<file path="src/rtl/is_jump_instruction.sv">
// Jump-class decoder for the 8-bit instruction set: combinational jump flag plus a
// registered, valid-qualified flag/target. Optional saturating jump counter under JUMP_COUNT_EN.
module is_jump_instruction #(
  parameter logic [1:0]  JUMP_OPCODE = 2'b11,
  parameter int unsigned TARGET_W    = 6
) (
  input  logic                clk,
  input  logic                rst_n,
  input  logic [7:0]          instruction,
  input  logic                instr_valid,
  output logic                jump,
  output logic                jump_q,
  output logic [TARGET_W-1:0] target_q,
  output logic                out_valid
`ifdef JUMP_COUNT_EN
  ,
  output logic [15:0]         jump_count
`endif
);

  logic                w_jump;
  logic                w_capture;
  logic                r_jump_q;
  logic [TARGET_W-1:0] r_target_q;
  logic                r_out_valid;

  // Only the opcode field takes part, so unknown target bits cannot reach the flag.
  always_comb begin
    w_jump    = 1'b0;
    w_capture = 1'b0;
    if (instruction[7:6] == JUMP_OPCODE) begin
      w_jump = 1'b1;
    end else begin
      w_jump = 1'b0;
    end
    w_capture = instr_valid & w_jump;
  end

  assign jump = w_jump;

  // Pipeline register: target only moves on a valid jump, otherwise it holds.
  always_ff @(posedge clk or negedge rst_n) begin
    if (!rst_n) begin
      r_jump_q    <= 1'b0;
      r_target_q  <= {TARGET_W{1'b0}};
      r_out_valid <= 1'b0;
    end else begin
      r_jump_q    <= w_capture;
      r_out_valid <= instr_valid;
      if (w_capture) begin
        r_target_q <= instruction[TARGET_W-1:0];
      end else begin
        r_target_q <= r_target_q;
      end
    end
  end

  assign jump_q    = r_jump_q;
  assign target_q  = r_target_q;
  assign out_valid = r_out_valid;

`ifdef JUMP_COUNT_EN
  logic [15:0] r_jump_count;

  // Saturating count of registered jumps; sticks at all-ones.
  always_ff @(posedge clk or negedge rst_n) begin
    if (!rst_n) begin
      r_jump_count <= 16'h0000;
    end else if (w_capture && (r_jump_count != 16'hFFFF)) begin
      r_jump_count <= r_jump_count + 16'd1;
    end else begin
      r_jump_count <= r_jump_count;
    end
  end

  assign jump_count = r_jump_count;
`endif

endmodule

</file>
<file path="config.mk">
export PLATFORM = sky130hd
export DESIGN_NAME = is_jump_instruction
export DESIGN_NICKNAME = d
export VERILOG_FILES = /design/src/rtl/is_jump_instruction.sv
export SDC_FILE = /design/constraint.sdc
export NUM_CORES = 1
export LEC_CHECK = 0
export BUFFER_PORTS_ARGS = -buffer_cell sky130_fd_sc_hd__buf_2
export CAP_MARGIN = 15
export CORE_AREA = 2 2 39 41
export CTS_BUF_LIST = sky130_fd_sc_hd__clkbuf_8
export CTS_CLUSTER_DIAMETER = 120
export CTS_CLUSTER_SIZE = 10
export DETAILED_ROUTE_END_ITERATION = 7
export DIE_AREA = 0 0 41 43
export PLACE_DENSITY_LB_ADDON = 0.12
export SETUP_SLACK_MARGIN = 0.3
export SLEW_MARGIN = 30
export SYNTH_ARGS = -nofsm -noshare
export SYNTH_HDL_FRONTEND = slang
export SYNTH_SLANG_ARGS = --single-unit
</file>
<file path="constraint.sdc">
create_clock -name clk -period 1.91 [get_ports clk]
set_input_delay 0.2865 -clock clk [delete_from_list [all_inputs] [get_ports clk]]
set_output_delay 0.2865 -clock clk [all_outputs]
set_load 0.005 [all_outputs]
</file>
==> results.yml <==
clock_tree:
  ctsRootBufferMaster: "sky130_fd_sc_hd__clkbuf_8"
  clk_transition_reported_paths_ps: 40
  cts.repair_timing.setup_buffer_count: 0
  clock_sinks: 8
  cts_inserted_buffers: 3
  worst_skew_pair.late_latency_ps: 220
  htree_levels: 1
  clk_path_buf_depth: 2
  cts_tree: "yes"
drt:
  initial_drc_count: 1
  route.antenna.remaining_nets: 0
  route.vias.total: 227
  post_drt_via_cell_ratio: 4.05
  number_of_iterations_in_the_first_detailed_routing_pass: 3
  totalWireLength_um: 583
  detail_route.drc_violations: 0
  routed_wire_length_per_instance_um: 10.4
floorplanning:
  die_y_um: 43
  die_width_um: 41
  boundaryPins: 20
  starting_density_of_the_core: 0.214
  fp.dieArea_um2: 1760
  std_cell_rows: 14
  core_area_um2: 1380
power:
  report.power.total_uw: 477
  vdd_ir_drop_max_mv: 0.517
  power_per_cell_area_nw_per_um2: 1030
  p_leak_uw: 0.000240
sta:
  worstMarginPinSlew_ps: 183
  min_period_over_period: 0.524
  max_freq_mhz: 1000
  timing.final.hold_violations: 0
  timing.final.ws_setup_ps: 910
  timing.final.crit_period_ps: 1000
  maxSlewViolCount: 0
  setup_viol: 0
  unrepaired_setup_endpoints_after_global_routing: "no"
  worst_hold_slack_ps: 213
  relSlewSlack: 0.878
  finalSetupTns_ps: 0
  worst_clock_skew_ps: 0
synthesis:
  synthesis.instances: 17
  ys_ff_latch: 8
  part_of_the_yosys_area_used_for_sequential_elements: 0.675
  yosys_warnings: 0
  synth_area_um2: 297
  synth_cell_type_count: 5
  syn_area_per_cell_um2: 17.4
  syn_nets: 28
critical_path:
  critical_path.max_stage_delay_ps: 370
  worst_path_max_delay_cell: "sky130_fd_sc_hd__dfrtp_1"
  critical_path_buf_inv_count: 1
  setup.worst_path.class: "reg -> out"
  worst-endpoint-arrival_ps: 710
  critical_path.max_fanout: 2
  cpLargestDelayFamily: "flip-flops"
  timing.critical_path.required_ps: 1620
  critical_path.startpoint_type: "flip-flop"
  cp_cell_sequence: "buf_2"
  worstSetupEndpointType: "primary output"
grt:
  number_of_global_route_vias_before_repair: 219
  grt_pass1_wl_um: 828
  grt_start_max_net_pins: 9
  grt_overflow_total: 0
  number_of_antenna_violations_at_the_first_check_in_global_routing: 0
  track_usage: 0.0821
cells_and_area:
  antennaDiodeCount: 0
  area_growth_pct: 56.1
  drive_above_1_share: 0.750
  stdcell_area_um2: 463
  num-nets-final: 53
place:
  placed_cell_area_um2: 412
  place_worst_setup_slack_ps: 890
  port_buffers: 19
  gp_congestion: 0.613
hold_path:
  holdCritPathClass: "in -> reg"
outcome:
  outcome: "complete, no violations"
flow_run:
  max-cap-violations: 0
per-layer routing:
layer / track usage / routed length [um]
met1: 0.0497 / 215
met2: 0.131 / 298
met3: 0.0785 / 70
met4: 0.0600 / 0
met5: 0 / 0
cell usage in the layout, fill, tap and decap left out:
cell,count
sky130_fd_sc_hd__nand3_4,1
sky130_fd_sc_hd__dlygate4sd3_1,1
sky130_fd_sc_hd__dfrtp_1,8
sky130_fd_sc_hd__and2_2,1
sky130_fd_sc_hd__inv_1,1
sky130_fd_sc_hd__buf_2,19
sky130_fd_sc_hd__clkbuf_8,3
sky130_fd_sc_hd__mux2_2,6
stage by stage:
step                utilization  instances
floorplan                     -         17
global placement          0.297         52
detailed placement        0.297         52
CTS                       0.335         56
global route              0.335         56
finish                    0.335         56
power breakdown:
group / switching [uW] / internal, uW / total, uW / leakage, uW
Clock: 59.1 / 136 / 195 / 0.0000216
Sequential: 10.2 / 196 / 207 / 0.0000961
Combinational: 28.8 / 46.3 / 75.1 / 0.000123
Total: 98.2 / 378 / 477 / 0.000240
cell usage after synthesis, drive strengths merged:
cell type | count | share of area
inv | 1 | 0.013
nand3 | 1 | 0.059
and2 | 1 | 0.025
mux2 | 6 | 0.23
dfrtp | 8 | 0.68
kinds of logic after synthesis:
group                  after synthesis  share of synthesized area
DFF                                  8                      0.675
and+or+nand+nor                      2                     0.0844
buffers and inverters                1                     0.0126
muxes                                6                      0.228
area by class of cell:
cell class | count | area (um2)
fillers | 139 | 921
multi-input cells | 8 | 92.6
well taps | 16 | 20.0
repair buffers | 20 | 105
inverters | 1 | 3.75
clock buffers | 3 | 41.3
flip-flops and latches | 8 | 200
registers in the layout, indices dropped and copies added, names as in the netlist:
signal     count
jump_q         1
out_valid      1
target_q       6
path summary, 6_finish.rpt:
kind | from | endpoint | slack, ps | cells past startpoint
min in group asynchronous | rst_n | target_q[3]$_DFFE_PN0P_ | 430 | 2
min reg2reg | target_q[4]$_DFFE_PN0P_ | target_q[4]$_DFFE_PN0P_ | 500 | 1
max reg2reg | target_q[1]$_DFFE_PN0P_ | target_q[1]$_DFFE_PN0P_ | 1160 | 1
min | instr_valid | out_valid$_DFF_PN0_ | 210 | 1
max in group asynchronous | rst_n | target_q[5]$_DFFE_PN0P_ | 1310 | 2
max | target_q[3]$_DFFE_PN0P_ | target_q[3] | 910 | 1
what timing repair did:
item,4_1_cts,5_1_grt
endpoints found under the hold margin,8,0
hold buffers,1,0
resized for setup,0,0
(Power assumes the default switching activity.)
